--- config.mk ---
export PLATFORM = sky130hd
export DESIGN_NAME = fx_arb
export DESIGN_NICKNAME = d
export VERILOG_FILES = /design/src/rtl/fx_arb.sv
export SDC_FILE = /design/constraint.sdc
export NUM_CORES = 1
export LEC_CHECK = 0
export CORE_MARGIN = 5
export CORE_UTILIZATION = 42
export DETAILED_ROUTE_END_ITERATION = 12
export PLACE_DENSITY = 0.79
export SLEW_MARGIN = 15
export SYNTH_ARGS = -nofsm -noshare
export SYNTH_HDL_FRONTEND = slang
export SYNTH_SLANG_ARGS = --single-unit
--- constraint.sdc ---
create_clock -name clk_sys -period 1.9 [get_ports clk_sys]
set_input_delay 0.285 -clock clk_sys [delete_from_list [all_inputs] [get_ports clk_sys]]
set_output_delay 0.285 -clock clk_sys [all_outputs]
set_load 0.05 [all_outputs]
--- src/rtl/fx_arb.sv ---
// Two-master round-robin arbiter for the fx register bus.
// Each command is serialised onto the fx port. Read data is captured RD_LAT cycles after fx_rd.
module fx_arb #(
    parameter int unsigned RD_LAT = 2
) (
    input  logic        clk_sys,
    input  logic        rst,
    input  logic        m0_req,
    input  logic        m0_we,
    input  logic [21:0] m0_addr,
    input  logic [7:0]  m0_wdata,
    output logic        m0_ack,
    output logic [7:0]  m0_rdata,
    input  logic        m1_req,
    input  logic        m1_we,
    input  logic [21:0] m1_addr,
    input  logic [7:0]  m1_wdata,
    output logic        m1_ack,
    output logic [7:0]  m1_rdata,
    output logic        fx_wr,
    output logic [21:0] fx_waddr,
    output logic [7:0]  fx_data,
    output logic        fx_rd,
    output logic [21:0] fx_raddr,
    input  logic [7:0]  fx_q,
    output logic        fx_busy
);

    // Handshake: a master holds req with a stable command until it sees a one-cycle ack;
    // on the edge that samples ack it may drop req or present the next command.

    typedef enum logic [1:0] {
        IDLE  = 2'd0,
        ISSUE = 2'd1,
        WAIT  = 2'd2,
        DONE  = 2'd3
    } state_t;

    localparam logic [3:0] LAT = 4'(RD_LAT);

    state_t      state;
    state_t      state_next;
    logic        gnt;
    logic        last_gnt;
    logic        cmd_we;
    logic [3:0]  cnt;
    logic        any_req;
    logic        sel;
    logic        sel_we;
    logic [21:0] sel_addr;
    logic [7:0]  sel_wdata;

    // On a contest the master that did not win last time gets the grant.
    always_comb begin
        any_req   = m0_req | m1_req;
        sel       = (m0_req & m1_req) ? ~last_gnt : m1_req;
        sel_we    = sel ? m1_we    : m0_we;
        sel_addr  = sel ? m1_addr  : m0_addr;
        sel_wdata = sel ? m1_wdata : m0_wdata;

        state_next = state;
        case (state)
            IDLE:    if (any_req) state_next = ISSUE;
            ISSUE:   state_next = cmd_we ? DONE : WAIT;
            WAIT:    if (cnt == 4'd1) state_next = DONE;
            DONE:    state_next = IDLE;
            default: state_next = IDLE;
        endcase
    end

    always_ff @(posedge clk_sys) begin
        if (rst) begin
            state    <= IDLE;
            gnt      <= 1'b0;
            last_gnt <= 1'b1;
            cmd_we   <= 1'b0;
            cnt      <= 4'd0;
            m0_ack   <= 1'b0;
            m0_rdata <= 8'h00;
            m1_ack   <= 1'b0;
            m1_rdata <= 8'h00;
            fx_wr    <= 1'b0;
            fx_waddr <= 22'h0;
            fx_data  <= 8'h00;
            fx_rd    <= 1'b0;
            fx_raddr <= 22'h0;
            fx_busy  <= 1'b0;
        end else begin
            state   <= state_next;
            fx_wr   <= 1'b0;
            fx_rd   <= 1'b0;
            m0_ack  <= 1'b0;
            m1_ack  <= 1'b0;
            fx_busy <= (state_next != IDLE);

            case (state)
                IDLE: begin
                    // Strobes are registered here so they are high exactly while in ISSUE.
                    if (any_req) begin
                        gnt    <= sel;
                        cmd_we <= sel_we;
                        if (sel_we) begin
                            fx_wr    <= 1'b1;
                            fx_waddr <= sel_addr;
                            fx_data  <= sel_wdata;
                        end else begin
                            fx_rd    <= 1'b1;
                            fx_raddr <= sel_addr;
                        end
                    end
                end
                ISSUE: begin
                    cnt <= LAT;
                end
                WAIT: begin
                    cnt <= cnt - 4'd1;
                    if (cnt == 4'd1) begin
                        if (gnt) m1_rdata <= fx_q;
                        else     m0_rdata <= fx_q;
                    end
                end
                DONE: begin
                    last_gnt <= gnt;
                end
                default: ;
            endcase

            if (state_next == DONE) begin
                m0_ack <= ~gnt;
                m1_ack <= gnt;
            end
        end
    end

    strobe_exclusive: assert property (@(posedge clk_sys) !(fx_wr && fx_rd));
    ack_exclusive:    assert property (@(posedge clk_sys) !(m0_ack && m1_ack));

endmodule

# Yosys cells after proc, flatten, opt, wreduce, memory -nomap -nowiden
# Cells that the tools add are included.
# W data, S select, Z words.
# classes
n_bitwise,8
muxes,11
n_reduce_logical,10
eq_ne,5
add_sub_neg,1
# ops
operator,count
$mux W22,1
$reduce_and A3 Y1,4
$mux W8,1
$pmux W2 S4,1
$pmux W4 S2,1
$eq A2 B2 Y1 const B,3
$not A1 Y1,6
$mux W1,5
$eq A4 B1 Y1 const B,1
$mux W2,2
$reduce_bool A2 Y1,2
$sub A4 B1 Y4 const B,1
$reduce_or A3 Y1,1
$eq A2 B1 Y1 const B,1
$logic_not A2 Y1,1
$reduce_and A2 Y1,1
$reduce_or A2 Y1,1
$and A1 B1 Y1,1
$or A1 B1 Y1,1
# word_totals
input_bits,74
out_inout_bits,73
register_bits,82

# Depth between registers and ports, before layout
# logic_depth
depth_word,6
mapped_depth,8
depth_no_buf,6

# Least setup slack after synthesis
# Ideal clock, no wire load.
# synth_timing
path_type,flip-flop to flip-flop
from,register state[0]
to,register m1_rdata[7]
n_path_buf,1
t_arrival_ns,1.453
path_stages_with_launch,8
t_required_ns,1.772
setup_ns,0.128
setup_slack_ns,0.319
cell_sequence,dfxtp_1 > inv_1 > ha_1 > nand4bb_1 > or2_1 > buf_2 > mux2i_1 > nor2_1
# synth_between
elab_chain_cells,2
# synth_rtl
item,line,rtl
start: declaration,41,state_t state;
start signal: assignment,89,state <= state_next;
$eq A2 B2 Y1,96,case (state)
$reduce_and A3 Y1 (no source line),-,
end signal: assignment,118,if (gnt) m1_rdata <= fx_q;
end: declaration,19,"output logic [7:0] m1_rdata,"
# Every way passes these cells.
# A chain may end at the register's enable or synchronous reset.

# Worst setup path after layout
# layout_timing
from,register fx_waddr[11]
to,output fx_waddr[11]
# layout_rtl
item,line,rtl
start: declaration,21,"output logic [21:0] fx_waddr,"
start signal: assignment,104,fx_waddr <= sel_addr;
# No word-level cell between the ends.

==> reports/results.ini <==
[finish]
nNetsFinal = 563
drive_gt1_share_pct = 13.1
final_cells = 593
syn2layout_area_growth_pct = 55.3
multi_input_area_sq_um = 1620
layout_commonest_cell = clkdlybuf4s50_1
insertedDiodeCount = 0
design_area_sq_um = 5350
seq_area_sq_um = 1640
final_cell_mix = clkdlybuf4s50_1 (144), dfxtp_1 (82), a21oi_1 (55), mux2i_1 (47), a211oi_1 (34)
fill_cells = 655

[clock_network]
hold_buffers = 0
post_cts_buffers = 0
clkLatencyLatePin_ns = 0.35
cts_tree = yes
ctsResizeCount = 0
cts_made_buffers = 9
clk_pin_slew_worst_paths_ns = 0.08
htree_levels = 3
clk_path_buf_depth = 2
root_buffer = clkbuf_8
clock-sinks = 82

[setup_path]
critPathMaxFanout = 2
timing.rr.start = state[0]
ff2ff_setup_slack_ns = 0.24
crit_family = buffers and inverters
worstSetupEndpointType = output pin
arrival_ns = 1.55
crit_buf_inv = 1
r2r_end = fx_waddr[16]
rr_worst_depth = 5
cp.required_ns = 1.62
setup.worst_path.start_class = flop
critPathMaxStageDelay_ns = 0.82
path_cells = clkdlybuf4s50_1
cp_slowest_cell = clkdlybuf4s50_1
path_class = reg -> out

[run_status]
status = complete, no violations

[sta]
setup_ws_ns = 0.0676
finalHoldWorstSlack_ns = 0.222
min_period_ns = 1.83
fin_tns_setup_ns = 0
fin_skew_ns = 0.00678
period_share_pct = 96.4
hold_viol = 0
fmax_ghz = 0.546
grt_setup_unrepaired = no
relSlewSlack_pct = 63.8
final_max_slew_viol_count = 0
setup_viol = 0
worstMarginPinSlew_ns = 0.542

[floorplan]
die-width_um = 101
dieArea_sq_um = 10100
io_pins = 147
rows = 33
start_util_pct = 42.5
die_height_um = 101
core_area_sq_um = 8090

[min_path]
hold_class = in -> reg
hold_path.startpoint = rst
worstHoldPathCells = 2
hold_path_end = cnt[3]

[yosys]
syn_avg_cell_area_sq_um = 10.3
synth_ff_type = dfxtp_1
yosysUniqueCellTypes = 34
synth_edf_count = 0
netlist_instances = 335
netlist_area_sq_um = 3440
syn_nets = 415
synth_seq_cells = 82
async_flop_share_pct = 0
yosysSeqAreaShare_pct = 47.7
ys_warn_count = 0

[detailed_routing]
post_drt_wl_per_cell_um = 16.4
drt_first_iter_violations = 112
dr.pass1.iters = 6
drt_wl_total_mm = 9.75
via_per_inst = 5.24
drc = 0
ant_nets = 0
vias = 3107

[grt]
gr-usage-met3_pct = 6.85
grt_pass1_wl_mm = 15.2
antenna_found_initial = 0
grt_max_degree = 38
overflow = 0
grt_pass1_vias = 3081
grt_use_total_pct = 19.1
grt_use_met2_pct = 31.3
grt_use_met1_pct = 23.9
grt.busiest_layer = met2

[pwr]
pwr-share-clk_pct = 19.6
p_leak_nw = 1.97
p_comb_share_pct = 49.0
switchingPower_mw = 3.11
powerDensity_nw_per_um2 = 1380
p_seq_share_pct = 31.4
p_int_mw = 4.29
switching_share_pct = 42.0
ir_worst_vdd_uv = 740

[place]
port_buffers = 146
gp_congestion = 0.802
place_area_sq_um = 5110
dp_slack_ns = -0.0880
dp.cells = 577
dpl.hpwl_mm = 7.28

[flow_run]
max-cap-violations = 0

-- worst max-delay path by stage --
stage	from	end	slack, ns	depth (start not counted)
floorplan	state[0]	m1_rdata[7]	0.32	7
global placement	m1_req	fx_waddr[10]	-0.03	5
detailed placement	m1_req	fx_waddr[10]	-0.09	5
CTS	fx_waddr[11]	fx_waddr[11]	0.06	1
global route	fx_waddr[12]	fx_waddr[12]	0.02	1
finish	fx_waddr[11]	fx_waddr[11]	0.07	1
-- metal layers --
metal | up-vias | share of wire (%)
met1 | 1469 | 44
met2 | 112 | 48
met5 | - | 0
li1 | 1520 | -
met4 | 0 | 0.83
met3 | 6 | 7.4
-- flip-flops by register name, summed over array words and instances, names as in the netlist, 2 cells and up --
name and flops:
cnt 4, m1_rdata 8, fx_data 8, state 2, m0_rdata 8, fx_waddr 22, fx_raddr 22
-- layout make-up --
| class | instances | area share, % |
|---|---|---|
| multi-input cells | 213 | 30.3 |
| inverters | 9 | 0.632 |
| repair buffers | 168 | 31.5 |
| flip-flops and latches | 82 | 30.7 |
| well taps | 105 | 2.46 |
| clock buffers | 12 | 3.09 |
| clock inverters | 4 | 1.36 |
-- cell families (layout without fill, tap and decap cells) --
kind of cell    Yosys count  after routing  share of synthesized area, %
compound gates          118            118                          24.6
fa+ha+maj                 6              6                          2.18
buf+inv                  40            193                          5.56
flops                    82             82                          47.7
mux                      47             47                          13.7
simple gates             42             42                          6.25
-- power groups by stage --
stage / Sequential, mW / Clock (mW) / Combinational [mW]
finish: 2.33 / 1.45 / 3.62
global route: 2.37 / 1.57 / 3.87
CTS: 2.32 / 1.50 / 3.65
detailed placement: 2.35 / 0 / 3.64
global placement: 2.35 / 0 / 3.57
floorplan: 3.42 / 0 / 1.34
-- Yosys cell counts, types with 2 or more instances --
cell       n  area share [%]
a21oi_1   55             8.0
a211oi_1  34             7.4
and3_1     2            0.36
nand4b_1   2            0.51
buf_2     12             1.7
nor2_1    21             2.3
or2_1      2            0.36
nand2b_1   2            0.36
dfxtp_1   82              48
clkbuf_1  14             1.5
mux2i_1   47              14
o21ai_0    3            0.44
inv_1      9            0.98
buf_6      3            0.98
a211oi_2  19             6.9
ha_1       6             2.2
nand2_1    5            0.55
-- stage by stage --
stage	power, mW	utilization, %
6_report	7.40	66.0
2_1_floorplan	4.76	-
3_5_place_dp	6.00	63.1
5_1_grt	7.80	66.0
3_3_place_gp	5.92	63.1
4_1_cts	7.47	66.0
(Power assumes the default switching activity.)
